[config.mk]
export PLATFORM = sky130hd
export DESIGN_NAME = uart_tx_arbiter_flat
export DESIGN_NICKNAME = d
export VERILOG_FILES = /design/src/rtl/uart_tx_arbiter_if.sv /design/src/rtl/uart_tx_arbiter.sv /design/src/flat_wrapper.sv
export SDC_FILE = /design/constraint.sdc
export NUM_CORES = 1
export LEC_CHECK = 0
export CAP_MARGIN = 30
export CORE_MARGIN = 2
export CORE_UTILIZATION = 45
export DETAILED_ROUTE_END_ITERATION = 7
export GPL_TIMING_DRIVEN = 0
export HOLD_SLACK_MARGIN = 0.15
export PLACE_DENSITY = 0.91
export SYNTH_ARGS = -nofsm -noshare
export SYNTH_HDL_FRONTEND = slang
export SYNTH_SLANG_ARGS = --single-unit
[constraint.sdc]
create_clock -name clk -period 2.1 [get_ports clk]
set_input_delay 0.42 -clock clk [delete_from_list [all_inputs] [get_ports clk]]
set_output_delay 0.42 -clock clk [all_outputs]
set_load 0.02 [all_outputs]
[src/rtl/uart_tx_arbiter_if.sv]
// Requester-side and transmitter-side signal bundle for uart_tx_arbiter.
// The slave modport is the arbiter's view; master is the surrounding logic.
interface uart_tx_arbiter_if #(
    parameter int NUM_REQ = 4
);
    localparam int IDW = (NUM_REQ > 1) ? $clog2(NUM_REQ) : 1;

    logic [NUM_REQ-1:0]   reqValid;
    logic [8*NUM_REQ-1:0] reqData;
    logic [NUM_REQ-1:0]   reqReady;
    logic [IDW-1:0]       grantId;
    logic                 arbActive;
    logic [7:0]           txData;
    logic                 txDataValid;
    logic                 txBusy;
    logic                 timeoutErr;

    modport slave (
        input  reqValid, reqData, txBusy,
        output reqReady, grantId, arbActive, txData, txDataValid, timeoutErr
    );

    modport master (
        output reqValid, reqData, txBusy,
        input  reqReady, grantId, arbActive, txData, txDataValid, timeoutErr
    );
endinterface

[src/rtl/uart_tx_arbiter.sv]
// Round-robin arbiter sharing one UART transmitter among NUM_REQ byte sources.
// Optional macro UART_TX_ARB_PRIO0_EN gives requester 0 strict priority.
module uart_tx_arbiter #(
    parameter int NUM_REQ      = 4,
    parameter int BUSY_TIMEOUT = 16
) (
    input  logic               clk,
    input  logic               rst_n,
    uart_tx_arbiter_if.slave   bus
);
    localparam int IDW  = (NUM_REQ > 1) ? $clog2(NUM_REQ) : 1;
    localparam int CNTW = (BUSY_TIMEOUT > 1) ? $clog2(BUSY_TIMEOUT) : 1;

    typedef enum logic [1:0] {
        IDLE      = 2'd0,
        WAIT_BUSY = 2'd1,
        WAIT_DONE = 2'd2
    } state_e;

    state_e             state_q, state_d;
    logic [IDW-1:0]     last_q, last_d;
    logic [CNTW-1:0]    cnt_q, cnt_d;
    logic [NUM_REQ-1:0] req_ready_q, req_ready_d;
    logic [IDW-1:0]     grant_id_q, grant_id_d;
    logic               arb_active_q, arb_active_d;
    logic [7:0]         tx_data_q, tx_data_d;
    logic               tx_valid_q, tx_valid_d;
    logic               timeout_err_q, timeout_err_d;

    logic               win_found_s;
    logic [IDW-1:0]     win_id_s;
    logic               upd_last_s;

    // Winner search: scan downward so the requester closest after last wins.
    always_comb begin
        win_found_s = 1'b0;
        win_id_s    = '0;
        upd_last_s  = 1'b1;
        for (int k = NUM_REQ; k >= 1; k--) begin
            if (bus.reqValid[(int'(last_q) + k) % NUM_REQ]) begin
                win_found_s = 1'b1;
                win_id_s    = IDW'((int'(last_q) + k) % NUM_REQ);
            end else begin
                win_found_s = win_found_s;
            end
        end
`ifdef UART_TX_ARB_PRIO0_EN
        // Requester 0 overrides the rotation and leaves the pointer untouched.
        if (bus.reqValid[0]) begin
            win_found_s = 1'b1;
            win_id_s    = '0;
            upd_last_s  = 1'b0;
        end else begin
            upd_last_s  = 1'b1;
        end
`endif
    end

    // Next-state and registered-output logic for the frame handshake.
    always_comb begin
        state_d       = state_q;
        last_d        = last_q;
        cnt_d         = cnt_q;
        req_ready_d   = '0;
        grant_id_d    = grant_id_q;
        arb_active_d  = arb_active_q;
        tx_data_d     = tx_data_q;
        tx_valid_d    = tx_valid_q;
        timeout_err_d = 1'b0;
        case (state_q)
            IDLE: begin
                tx_valid_d = 1'b0;
                // A busy transmitter (e.g. after a mid-frame reset) blocks new grants.
                if (!bus.txBusy && win_found_s) begin
                    req_ready_d[win_id_s] = 1'b1;
                    tx_data_d    = bus.reqData[{win_id_s, 3'b000} +: 8];
                    grant_id_d   = win_id_s;
                    last_d       = upd_last_s ? win_id_s : last_q;
                    tx_valid_d   = 1'b1;
                    arb_active_d = 1'b1;
                    cnt_d        = '0;
                    state_d      = WAIT_BUSY;
                end else begin
                    state_d = IDLE;
                end
            end
            WAIT_BUSY: begin
                if (bus.txBusy) begin
                    tx_valid_d = 1'b0;
                    state_d    = WAIT_DONE;
                end else if (cnt_q == CNTW'(BUSY_TIMEOUT - 1)) begin
                    tx_valid_d    = 1'b0;
                    timeout_err_d = 1'b1;
                    arb_active_d  = 1'b0;
                    state_d       = IDLE;
                end else begin
                    cnt_d = cnt_q + CNTW'(1);
                end
            end
            WAIT_DONE: begin
                tx_valid_d = 1'b0;
                if (!bus.txBusy) begin
                    arb_active_d = 1'b0;
                    state_d      = IDLE;
                end else begin
                    state_d = WAIT_DONE;
                end
            end
            default: begin
                tx_valid_d   = 1'b0;
                arb_active_d = 1'b0;
                state_d      = IDLE;
            end
        endcase
    end

    // State and output registers.
    always_ff @(posedge clk or negedge rst_n) begin
        if (!rst_n) begin
            state_q       <= IDLE;
            last_q        <= IDW'(NUM_REQ - 1);
            cnt_q         <= '0;
            req_ready_q   <= '0;
            grant_id_q    <= '0;
            arb_active_q  <= 1'b0;
            tx_data_q     <= 8'h00;
            tx_valid_q    <= 1'b0;
            timeout_err_q <= 1'b0;
        end else begin
            state_q       <= state_d;
            last_q        <= last_d;
            cnt_q         <= cnt_d;
            req_ready_q   <= req_ready_d;
            grant_id_q    <= grant_id_d;
            arb_active_q  <= arb_active_d;
            tx_data_q     <= tx_data_d;
            tx_valid_q    <= tx_valid_d;
            timeout_err_q <= timeout_err_d;
        end
    end

    assign bus.reqReady    = req_ready_q;
    assign bus.grantId     = grant_id_q;
    assign bus.arbActive   = arb_active_q;
    assign bus.txData      = tx_data_q;
    assign bus.txDataValid = tx_valid_q;
    assign bus.timeoutErr  = timeout_err_q;
endmodule

[src/flat_wrapper.sv]
// flat-port wrapper written by rule: the top's interface ports become plain ports
module uart_tx_arbiter_flat 
#(
    parameter int NUM_REQ      = 4,
    parameter int BUSY_TIMEOUT = 16
)
  (clk, rst_n, bus_reqValid, bus_reqData, bus_txBusy, bus_reqReady, bus_grantId, bus_arbActive, bus_txData, bus_txDataValid, bus_timeoutErr);
  uart_tx_arbiter_if #(.NUM_REQ(NUM_REQ)) bus_i ();
  input  logic clk;
  input  logic rst_n;
  input wire logic [$bits(bus_i.reqValid)-1:0] bus_reqValid;
  input wire logic [$bits(bus_i.reqData)-1:0] bus_reqData;
  input wire logic [$bits(bus_i.txBusy)-1:0] bus_txBusy;
  output wire logic [$bits(bus_i.reqReady)-1:0] bus_reqReady;
  output wire logic [$bits(bus_i.grantId)-1:0] bus_grantId;
  output wire logic [$bits(bus_i.arbActive)-1:0] bus_arbActive;
  output wire logic [$bits(bus_i.txData)-1:0] bus_txData;
  output wire logic [$bits(bus_i.txDataValid)-1:0] bus_txDataValid;
  output wire logic [$bits(bus_i.timeoutErr)-1:0] bus_timeoutErr;
  assign bus_i.reqValid = bus_reqValid;
  assign bus_i.reqData = bus_reqData;
  assign bus_i.txBusy = bus_txBusy;
  assign bus_reqReady = bus_i.reqReady;
  assign bus_grantId = bus_i.grantId;
  assign bus_arbActive = bus_i.arbActive;
  assign bus_txData = bus_i.txData;
  assign bus_txDataValid = bus_i.txDataValid;
  assign bus_timeoutErr = bus_i.timeoutErr;
  uart_tx_arbiter #(.NUM_REQ(NUM_REQ), .BUSY_TIMEOUT(BUSY_TIMEOUT)) u_core (.clk(clk), .rst_n(rst_n), .bus(bus_i));
endmodule
# ---- Word-level counts from Yosys, hierarchy flattened
# Index checks and enable logic that the tools add are counted.
# Widths: inputs -> output; s select.
dict set report totals {
  inputBits 39
  wordCells 90
  out_inout_bits 17
  regBits 25
}
dict set report op_classes {
  order_cmp 6
  n_eq_ne 9
  reduce_logical 12
  n_bitwise 4
  n_mux 44
  n_shift 1
  addsub 5
}
# op n
set op_table {}
lappend op_table {{$shiftx 32x6->8} 1}
lappend op_table {{$mux 1} 23}
lappend op_table {{$mux 4} 5}
lappend op_table {{$lt 3x4->1 const B} 4}
lappend op_table {{$mux 2} 7}
lappend op_table {{$bmux 1 s2} 4}
lappend op_table {{$pmux 4 s2} 1}
lappend op_table {{$reduce_and 4->1} 2}
lappend op_table {{$reduce_or 2->1} 4}
lappend op_table {{$ne 2x2->1 const B} 3}
lappend op_table {{$pmux 2 s3} 1}
lappend op_table {{$add 2x1->2 const B} 2}
lappend op_table {{$add 2x2->2 const B} 2}
lappend op_table {{$add 4x1->4 const B} 1}
lappend op_table {{$and 1x1->1 const A} 4}
lappend op_table {{$eq 4x4->1 const B} 1}
lappend op_table {{$ne 2x1->1 const B} 2}
lappend op_table {{$lt 2x3->1 const B} 1}
lappend op_table {{$ne 3x2->1 const B} 1}
lappend op_table {{$pmux 1 s3} 1}
lappend op_table {{$demux 1 s2} 1}
lappend op_table {{$eq 2x1->1 const B} 1}
lappend op_table {{$eq 2x2->1 const B} 1}
lappend op_table {{$ge 2x1->1 const B} 1}
lappend op_table {{6 further kinds} 7}

# ---- Depth between registers and ports, before layout
# Gate-level depths: netlist of the first run.
dict set report depth {
  ltp_word 16
  depth_mapped 7
  ltp_nobuf 7
}

# ---- Worst setup path before layout of the first run
# Ideal clock, no wire load.
dict set report synth_timing {
  path_kind {flip-flop to flip-flop}
  from {reg u_core.last_q[1]}
  to {reg u_core.tx_data_q[0], in the netlist u_core.bus.txData[0]}
  t_arrival_ps 1784
  stages_incl_launch_ff 8
  period_less_slack_ps 1905
  required_time_ps 1980
  setup_time_ps 120
  setup_slack_ps 195
  path_buffers 2
  path_cell_list {dfstp_2 -> buf_6 -> mux2i_1 -> o21ai_4 -> nor2_2 -> buf_6 -> mux2_4 -> o211a_1}
}
dict set report synth_between {
  elab_chain_len 10
  elab_cells_between_ends 27
  cone_classes {4 x add/sub; 1 x shift; 20 x mux; 2 x reduce/logical}
}
# element line_no
set synth_rtl {}
lappend synth_rtl {{start, declared} uart_tx_arbiter.sv:21} ;# logic [IDW-1:0] last_q, last_d;
lappend synth_rtl {{start signal, assigned} uart_tx_arbiter.sv:121} ;# last_q <= IDW'(NUM_REQ - 1);
lappend synth_rtl {{start signal, assigned} uart_tx_arbiter.sv:131} ;# last_q <= last_d;
lappend synth_rtl {{branches (longest 10 deep; another with $add 2x1->2)} --}
lappend synth_rtl {{end signal, assigned} uart_tx_arbiter.sv:136} ;# tx_data_q <= tx_data_d;
lappend synth_rtl {{end, declared} uart_tx_arbiter.sv:26} ;# logic [7:0] tx_data_q, tx_data_d;
# Parallel ways; which one is timed is not known. The select of a mux whose other input is x is not followed.
# A chain may end at the register's enable or synchronous reset.

# ---- Worst setup path after layout of the first run
dict set report layout_timing {
  from {reg u_core.last_q[1]}
  to {reg u_core.tx_data_q[2], in the netlist u_core.bus.txData[2]}
}
# The elaborated chain is that of the path after synthesis.

==> results.sh, run 1 <==
export IMPL_number_of_placed_cells_counting_well_taps=251
export IMPL_initial_antenna_violation_count=0
export IMPL_synth_enable_flop_cells=0
export IMPL_critical_path_endpoint_type="flop"
export IMPL_timing_final_max_slew_violations=0
export IMPL_synth_async_sr_flop_share_pct=100
export IMPL_max_cap_violations=0
export IMPL_post_synth_cell_area_avg_um2=10.6
export IMPL_finalCritPeriodShare_pct=97.0
export IMPL_layout_nets=255
export IMPL_fin_worst_skew_ns=0.0138
export IMPL_critical_path_top_delay_family="flip-flops"
export IMPL_required_ns=2.32
export IMPL_die_h_um=63.1
export IMPL_gr_usage_total_pct=20.5
export IMPL_hold_slack_final_ns=0.357
export IMPL_residual_overflow_from_global_routing=0
export IMPL_max_freq_ghz=0.491
export IMPL_drive_gt1_share_pct=17.1
export IMPL_timing_worst_setup_path_type="flop to flop"
export IMPL_antenna_cells_inserted=0
export IMPL_routed_via_count=1332
export IMPL_worst_slew_pin_slew_ns=0.502
export IMPL_drtAntennaViolNets=0
export IMPL_tritoncts="done"
export IMPL_post_dp_cell_area_um2=2210
export IMPL_drt_iter0_markers=36
export IMPL_tritoncts_num_sinks=25
export IMPL_cts_hold_repair_buffers=0
export IMPL_crit_slowest_cell="dfstp_2"
export IMPL_synthToLayoutAreaGrowth_pct=44.3
export IMPL_postSynth_topFlopCell="dfrtp_1"
export IMPL_initial_core_util_pct=47.2
export IMPL_worst_ep_arrival_ns=2.26
export IMPL_setup_tns_ns=0
export IMPL_power_density_cell_area_nw_per_um2=1080
export IMPL_wl_mm=3.82
export IMPL_cp_cell_sequence="buf_6 -> mux2i_4 -> o21ai_4 -> nor2_4 -> clkbuf_4 -> mux2_4 -> o211a_1"
export IMPL_synth_ff_latch_count=25
export IMPL_syn_num_nets=193
export IMPL_largest_fanout_on_the_critical_path=10
export IMPL_yosysWarnings=0
export IMPL_grt_max_degree=21
export IMPL_cp_max_stage_delay_ns=0.56
export IMPL_finalWeightedCongestion=0.789
export IMPL_count_of_h_tree_levels_built_during_cts=1
export IMPL_number_of_clock_buffers_inserted_by_tritoncts=3
export IMPL_avgViaCountPerCell=5.20
export IMPL_number_of_detailed_route_iterations_in_the_first_pass=4
export IMPL_ir_drop_v=0.000542
export IMPL_power_leakage_nw=1.00
export IMPL_final_hold_violation_count=0
export IMPL_hold_path_class="primary input to asynchronous set/reset pin"
export IMPL_max_clock_path_buffers=2
export IMPL_dp_final_hpwl_mm=2.85
export IMPL_ctsRootBufferMaster="clkbuf_4"
export IMPL_route_detailed_drc=0
export IMPL_min_period_ns=2.04
export IMPL_horizontal_extent_of_the_die_um=63.1
export IMPL_layout_cell_area_non_filler_um2=2270
export IMPL_worst_path_buf_inv=2
export IMPL_stdcell_count=256
export IMPL_floorplan_core_area_um2=3340
export IMPL_wl_per_cell_um=14.9
export IMPL_die_area_um2=3990
export IMPL_setup_viol=0
export IMPL_maxSlewHeadroom_pct=66.2
export IMPL_via_count_of_the_first_global_routing_pass=1386
export IMPL_grt_pass1_wl_mm=6.43
export IMPL_design_power_total_mw=2.45
export IMPL_synth_cell_area_um2=1570
export IMPL_boundaryPins=56
export IMPL_ys_seq_area_share_pct=39.9
export IMPL_insertion_delay_ns=0.33
export IMPL_fillCellCount=248
export IMPL_run_status="complete, no violations"
export IMPL_floorplan_rows=21
export IMPL_buffer_ports_inserted=55
export IMPL_netlist_instances=149
export IMPL_synthDistinctLibCells=42
export IMPL_worst_setup_hold_path_clk_slew_ns=0.14
export IMPL_worstSetupStartpointType="flop"
## Yosys cell counts (2+ instances only)
cell      number  share of area [%]
dfrtp_1       23                 37
a21oi_1        3               0.95
ha_1           5                4.0
dfstp_2        2                3.3
o21ai_0       12                3.8
nand3_1        2               0.64
o21ai_1        2               0.64
o211a_1        8                5.1
buf_6          3                2.1
o211ai_2       7                5.6
inv_1         14                3.3
nor3_1         5                1.6
xor2_1         2                1.1
nor2_1        11                2.6
buf_4          2               0.95
nand2b_1       8                3.2
and2_1         2               0.79
a21o_1         2               0.95
or2b_1         2               0.95
mux2_4         7                6.7
mux2i_1        2                1.3
nand2_1        5                1.2
## metrics by stage
stage	utilization (%)	setup slack, ns
after global placement	65.4	-0.273
final	68.1	0.0623
after detailed placement	66.2	-0.390
after CTS	67.2	0.0113
after global routing	68.1	-0.000890
after floorplan	-	0.195
## worst register-to-register path, delay by kind of cell (launching register included)
kind            cells  cell delay (ns)
compound gates      2             0.32
buf+inv             2             0.33
flops               1             0.56
mux                 2             0.55
simple gates        1             0.16
## state kept, by name, indices dropped and copies added (netlist names), 2 cells and up
register and count:
u_core.bus.txData 8, u_core.bus.reqReady 4, u_core.cnt_q 4, u_core.bus.grantId 2, u_core.last_q 2, u_core.state_q 2
## path summary, 6_finish.rpt
kind / cells after the start / to / slack [ns] / startpoint
min reg2reg: 1 / u_core.bus.grantId[1] / 0.52 / u_core.bus.grantId[1]
max: 7 / u_core.bus.txData[2] / 0.06 / u_core.last_q[1]
max in group asynchronous: 2 / u_core.last_q[0] / 1.27 / rst_n
max reg2reg: 7 / u_core.bus.txData[2] / 0.06 / u_core.last_q[1]
min in group clk: 1 / u_core.bus.grantId[1] / 0.52 / u_core.bus.grantId[1]
min: 1 / u_core.bus.reqReady[0] / 0.36 / rst_n
## cell type report
cell class / instances / area (um2) / area share (%)
Multi-Input combinational cell: 104 / 863 / 38.0
Timing Repair Buffer: 57 / 591 / 26.0
Clock buffer: 4 / 26.3 / 1.16
Sequential cell: 25 / 628 / 27.7
Inverter: 14 / 52.6 / 2.31
Buffer: 6 / 52.6 / 2.31
Tap cell: 46 / 57.6 / 2.53
## per-layer routing
metal	vias to the layer above	track usage (%)	share of wire [%]
met5	-	0	0
met4	0	5.83	1.8
met3	7	2.50	4.1
met2	38	37.2	54
met1	637	25.4	40
li1	650	-	-
## placed cells by master (no fill, tap or decap), drive strengths merged
cell	synthesis	layout
inv	14	14
a211o	1	1
dlymetal6s2s	0	2
dfstp	2	2
nor4	1	1
or2	1	1
xnor2	1	1
mux2	8	8
o32a	1	1
buf	5	6
nand2b	8	8
o211ai	8	8
nor2	12	12
nand4	1	1
mux2i	2	2
clkbuf	1	6
nand3b	1	1
o2111a	1	1
a2111oi	1	1
o211a	8	8
nand2	6	6
or4	1	1
nand3	3	3
xor2	2	2
a21o	2	2
a21oi	4	4
ha	5	5
clkdlybuf4s50	0	53
o21ai	15	15
and2	2	2
nor3	5	5
dfrtp	23	23
o21bai	1	1
or2b	2	2
a31o	1	1
## power breakdown
| group | switching (mW) | internal, mW | total [mW] |
|---|---|---|---|
| logic | 0.731 | 0.731 | 1.46 |
| clock network | 0.146 | 0.0745 | 0.220 |
| registers | 0.104 | 0.665 | 0.769 |
| total | 0.982 | 1.47 | 2.45 |
## logic make-up after synthesis
family	count (synthesis)	synth area share [%]
AO/OA/AOI/OAI	43	24.3
XOR/XNOR	3	1.67
adder cells (fa/ha/maj)	5	3.97
buffers and inverters	20	6.68
flip-flops	25	39.9
multiplexers	10	8.66
AND/OR/NAND/NOR	43	14.8
## what timing repair did
action                                 CTS  global route
setup endpoints to repair                8             7
endpoints found under the hold margin    0             0
buffers inserted                         0             0
cloned                                   0             1
gates resized for setup                  1             6
Power figures use the tool's default switching activity.
==> inputs of run 2 (changes only) <==
==> constraint.sdc (replaced) <==
create_clock -name clk -period 2.6 [get_ports clk]
set_input_delay 0.52 -clock clk [delete_from_list [all_inputs] [get_ports clk]]
set_output_delay 0.52 -clock clk [all_outputs]
set_load 0.02 [all_outputs]
==> results.sh, run 2 (synthesized netlist as in run 1, its figures left out) <==
export IMPL_drtAntennaViolNets=0
export IMPL_finalCritPeriodShare_pct=84.7
export IMPL_tritoncts="done"
export IMPL_final_hold_violation_count=0
export IMPL_multi_input_area_um2=841
export IMPL_die_area_um2=3990
export IMPL_required_ns=2.82
export IMPL_fin_worst_skew_ns=0.0168
export IMPL_setup_viol=0
export IMPL_power_density_cell_area_nw_per_um2=871
export IMPL_sequential_cell_area_um2=628
export IMPL_floorplan_rows=21
export IMPL_maxSlewHeadroom_pct=50.1
export IMPL_max_freq_ghz=0.454
export IMPL_drt_iter0_markers=43
export IMPL_wl_mm=3.77
export IMPL_cp_cell_sequence="clkdlybuf4s50_1 -> nor4_1 -> nor3_1 -> nand2_2 -> o211a_1"
export IMPL_use_met2_pct=37.2
export IMPL_avgViaCountPerCell=5.25
export IMPL_fillCellCount=252
export IMPL_stdcell_count=255
export IMPL_power_leakage_nw=0.977
export IMPL_crit_slowest_cell="clkdlybuf4s50_1"
export IMPL_worst_ep_arrival_ns=2.42
export IMPL_r2r_worst_path_cells=6
export IMPL_antenna_cells_inserted=0
export IMPL_timing_final_max_slew_violations=0
export IMPL_cts_resized=0
export IMPL_route_detailed_drc=0
export IMPL_residual_overflow_from_global_routing=0
export IMPL_timing_reg2reg_setup_slack_ns=0.45
export IMPL_dp_final_hpwl_mm=2.85
export IMPL_number_of_clock_buffers_inserted_by_tritoncts=3
export IMPL_cp_max_stage_delay_ns=0.60
export IMPL_largest_fanout_on_the_critical_path=10
export IMPL_ctsRootBufferMaster="clkbuf_4"
export IMPL_grt_busiest_layer="met2"
export IMPL_die_h_um=63.1
export IMPL_worstReg2RegEnd="u_core.bus.txData[7]"
export IMPL_layout_nets=254
export IMPL_finalWeightedCongestion=0.789
export IMPL_setup_tns_ns=0
export IMPL_initial_antenna_violation_count=0
export IMPL_run_status="complete, no violations"
export IMPL_largest_reg_flops=8
export IMPL_horizontal_extent_of_the_die_um=63.1
export IMPL_gr_usage_total_pct=20.5
export IMPL_initial_core_util_pct=47.2
export IMPL_number_of_detailed_route_iterations_in_the_first_pass=4
export IMPL_worstReg2RegStart="u_core.state_q[0]"
export IMPL_grt_setup_unrepaired="false"
export IMPL_insertion_delay_ns=0.33
export IMPL_via_count_of_the_first_global_routing_pass=1381
export IMPL_worst_path_buf_inv=1
export IMPL_critical_path_endpoint_type="flop"
export IMPL_boundaryPins=56
export IMPL_worstSetupStartpointType="primary input"
export IMPL_cts_repair_timing_setup_buffer_count=0
export IMPL_number_of_placed_cells_counting_well_taps=251
export IMPL_max_cap_violations=0
export IMPL_ir_drop_v=0.000399
export IMPL_drive_gt1_share_pct=15.8
export IMPL_final_cell_mix="55 x clkdlybuf4s50_1, 23 x dfrtp_1, 14 x inv_1"
export IMPL_max_clock_path_buffers=2
export IMPL_tritoncts_num_sinks=25
export IMPL_worst_slew_pin_slew_ns=0.743
export IMPL_count_of_h_tree_levels_built_during_cts=1
export IMPL_floorplan_core_area_um2=3340
export IMPL_cts_hold_repair_buffers=0
export IMPL_synthToLayoutAreaGrowth_pct=42.1
export IMPL_routed_via_count=1340
export IMPL_timing_worst_setup_path_type="primary input to flop"
export IMPL_mostFrequentLayoutCell="clkdlybuf4s50_1"
export IMPL_grt_max_degree=21
export IMPL_min_period_ns=2.20
export IMPL_buffer_ports_inserted=55
export IMPL_hold_path_class="primary input to asynchronous set/reset pin"
export IMPL_grt_pass1_wl_mm=6.42
export IMPL_grt_met3_usage_pct=2.50
export IMPL_critical_path_top_delay_family="simple AND/OR/NAND/NOR gates"
export IMPL_worst_setup_hold_path_clk_slew_ns=0.12
export IMPL_wl_per_cell_um=14.8
export IMPL_grtUsageMet1_pct=25.4
-- run 2: cell count changes in the layout (fill, tap and decap cells not counted), sizes merged --
cell | previous run | this run
clkdlybuf4s50 | 53 | 55
clkbuf | 6 | 5
dlymetal6s2s | 2 | 0
-- run 2: worst register-to-register path: stages, from the launching register on --
cell     delay [ns]
dfrtp_1        0.45
inv_1          0.10
ha_1           0.21
inv_1          0.07
nor3_1         0.61
nand2_2        0.30
o211a_1        0.30
-- run 2: worst max-delay path by stage --
stage	slack, ns	cells past startpoint	endpoint	start
global placement	0.13	5	u_core.bus.txData[7]	bus_reqValid[3]
floorplan	0.70	7	u_core.bus.txData[0]	u_core.last_q[1]
detailed placement	0.01	5	u_core.bus.txData[7]	bus_reqValid[1]
global route	0.25	6	u_core.bus.txData[7]	u_core.state_q[1]
finish	0.40	5	u_core.bus.txData[7]	bus_reqValid[1]
CTS	0.39	5	u_core.bus.txData[7]	bus_reqValid[1]
-- run 2: report_power, final --
part / switching (mW) / leakage [nW] / internal (mW)
sequential: 0.0846 / 0.307 / 0.537
clock: 0.119 / 0.0150 / 0.0602
combinational: 0.574 / 0.655 / 0.571
total: 0.778 / 0.977 / 1.17
-- run 2: area by class of cell --
| class | instances | share of cell area [%] |
|---|---|---|
| Multi-Input combinational cell | 104 | 37.6 |
| Sequential cell | 25 | 28.1 |
| Timing Repair Buffer | 56 | 25.9 |
| Tap cell | 46 | 2.57 |
| Buffer | 6 | 2.35 |
| Inverter | 14 | 2.35 |
| Clock buffer | 4 | 1.18 |
-- run 2: layer usage --
| metal | wire, um | vias to the layer above |
|---|---|---|
| li1 | - | 648 |
| met1 | 1510 | 645 |
| met2 | 2060 | 40 |
| met3 | 146 | 7 |
| met4 | 61 | 0 |
| met5 | 0 | - |
-- run 2: per-stage QoR --
stage	setup WS, ns	hold WS (ns)	area, um2	power (mW)	utilization [%]
floorplan	0.695	0.224	1570	1.36	-
global placement	0.127	0.459	2180	1.74	65.4
detailed placement	0.0100	0.468	2210	1.78	66.2
CTS	0.389	0.460	2240	1.96	67.0
global route	0.248	0.444	2240	2.08	67.0
finish	0.399	0.456	2240	1.95	67.0
==> inputs of run 3 (changes only) <==
==> constraint.sdc (replaced) <==
create_clock -name clk -period 2.2 [get_ports clk]
set_input_delay 0.44 -clock clk [delete_from_list [all_inputs] [get_ports clk]]
set_output_delay 0.44 -clock clk [all_outputs]
set_load 0.02 [all_outputs]
==> results.sh, run 3 (synthesized netlist as in run 1, its figures left out) <==
export IMPL_ctsRootBufferMaster="clkbuf_4"
export IMPL_place_worst_setup_slack_ns=-0.310
export IMPL_number_of_detailed_route_iterations_in_the_first_pass=4
export IMPL_count_of_h_tree_levels_built_during_cts=1
export IMPL_worst_setup_hold_path_clk_slew_ns=0.15
export IMPL_synthToLayoutAreaGrowth_pct=42.4
export IMPL_avgViaCountPerCell=5.23
export IMPL_grt_setup_unrepaired="false"
export IMPL_drive_gt1_share_pct=16.3
export IMPL_cp_max_stage_delay_ns=0.56
export IMPL_crit_slowest_cell="dfstp_2"
export IMPL_largest_fanout_on_the_critical_path=10
export IMPL_routed_via_count=1334
export IMPL_final_hold_violation_count=0
export IMPL_grt_max_degree=21
export IMPL_required_ns=2.42
export IMPL_die_area_um2=3990
export IMPL_wl_mm=3.77
export IMPL_finish_utilization_pct=67.2
export IMPL_setup_viol=0
export IMPL_route_detailed_drc=0
export IMPL_fin_worst_skew_ns=0.0164
export IMPL_mostFrequentLayoutCell="clkdlybuf4s50_1"
export IMPL_finalCritPeriodShare_pct=94.8
export IMPL_cts_hold_repair_buffers=0
export IMPL_critical_path_top_delay_family="multiplexers"
export IMPL_cp_cell_sequence="buf_6 -> mux2i_1 -> o21ai_4 -> nor2_2 -> buf_6 -> mux2_4 -> o211a_1"
export IMPL_ir_drop_v=0.000471
export IMPL_critical_path_endpoint_type="flop"
export IMPL_r2r_worst_path_cells=7
export IMPL_finalWeightedCongestion=0.789
export IMPL_cp_depth=7
export IMPL_drt_iter0_markers=43
export IMPL_max_clock_path_buffers=2
export IMPL_power_leakage_nw=0.978
export IMPL_residual_overflow_from_global_routing=0
export IMPL_worstReg2RegStart="u_core.last_q[1]"
export IMPL_worst_path_buf_inv=2
export IMPL_final_cell_mix="55 x clkdlybuf4s50_1, 23 x dfrtp_1, 14 x inv_1"
export IMPL_power_density_cell_area_nw_per_um2=1030
export IMPL_worstSetupStartpointType="flop"
export IMPL_layout_cell_area_non_filler_um2=2240
export IMPL_timing_final_max_slew_violations=0
export IMPL_floorplan_core_area_um2=3340
export IMPL_largest_reg_flops=8
export IMPL_number_of_clock_buffers_inserted_by_tritoncts=3
export IMPL_wl_per_cell_um=14.8
export IMPL_min_period_ns=2.09
export IMPL_max_cap_violations=0
export IMPL_initial_antenna_violation_count=0
export IMPL_worst_ep_arrival_ns=2.31
export IMPL_post_dp_cell_area_um2=2210
export IMPL_maxSlewHeadroom_pct=65.8
export IMPL_via_count_of_the_first_global_routing_pass=1381
export IMPL_number_of_placed_cells_counting_well_taps=251
export IMPL_cts_repair_timing_setup_buffer_count=0
export IMPL_insertion_delay_ns=0.33
export IMPL_hold_path_class="primary input to asynchronous set/reset pin"
export IMPL_gr_usage_total_pct=20.5
export IMPL_layout_nets=254
export IMPL_floorplan_rows=21
export IMPL_timing_worst_setup_path_type="flop to flop"
export IMPL_initial_core_util_pct=47.2
export IMPL_run_status="complete, no violations"
export IMPL_die_h_um=63.1
export IMPL_stdcell_count=255
export IMPL_setup_tns_ns=0
export IMPL_grt_pass1_wl_mm=6.42
export IMPL_layout_setup_ws_ns=0.114
export IMPL_buffer_ports_inserted=55
export IMPL_antenna_cells_inserted=0
export IMPL_horizontal_extent_of_the_die_um=63.1
export IMPL_tritoncts="done"
export IMPL_tritoncts_num_sinks=25
export IMPL_drtAntennaViolNets=0
export IMPL_max_freq_ghz=0.479
export IMPL_cp_common_cell="buf_6"
export IMPL_timing_reg2reg_setup_slack_ns=0.11
export IMPL_worst_slew_pin_slew_ns=0.508
export IMPL_critPathLaunch="u_core.last_q[1]"
export IMPL_boundaryPins=56
export IMPL_cp_endpoint="u_core.bus.txData[0]"
export IMPL_worstReg2RegEnd="u_core.bus.txData[0]"
export IMPL_dp_final_hpwl_mm=2.85
[run 3: cell counts in the layout (fill, tap and decap cells not counted)]
Identical to the previous run, type by type.
[run 3: area by class of cell]
class	instances	area [um2]
Inverter	14	52.6
Multi-Input combinational cell	104	846
Tap cell	46	57.6
Timing Repair Buffer	56	578
Clock buffer	4	26.3
Sequential cell	25	628
Buffer	6	52.6
Fill cell	252	1100
[run 3: worst min path at each step]
stage,endpoint,slack (ns)
final,u_core.bus.reqReady[0],0.38
after global routing,u_core.bus.reqReady[0],0.36
after CTS,u_core.bus.reqReady[0],0.38
after detailed placement,u_core.bus.grantId[1],0.47
after global placement,u_core.bus.grantId[1],0.46
after floorplan,u_core.bus.arbActive,0.14
[run 3: worst register-to-register path, delay by kind of cell (launching register included)]
kind / cells / cell delay, ns
mux: 2 / 0.59
buf+inv: 2 / 0.31
simple gates: 1 / 0.17
flops: 1 / 0.56
compound gates: 2 / 0.34
[run 3: per-stage QoR]
step / total power, mW / hold WS, ns
floorplan: 1.60 / 0.144
global placement: 2.05 / 0.459
detailed placement: 2.10 / 0.468
CTS: 2.31 / 0.380
global route: 2.46 / 0.364
finish: 2.31 / 0.375
[run 3: repair_timing]
item | 4_1_cts | 5_1_grt
endpoints found under the hold margin | 0 | 0
setup endpoints to repair | 0 | 9
gates resized for setup | 0 | 1
[run 3: layer usage]
metal  vias to the layer above  wire [um]  track usage, %
met1                       645       1540            25.4
met3                         7        118            2.50
met4                         0         63            5.83
li1                        650          -               -
met2                        32       2040            37.2
met5                         -          0               0
[run 3: power breakdown]
group	total [mW]	internal (mW)	switching, mW
registers	0.736	0.635	0.101
logic	1.36	0.677	0.681
clock network	0.213	0.0712	0.142
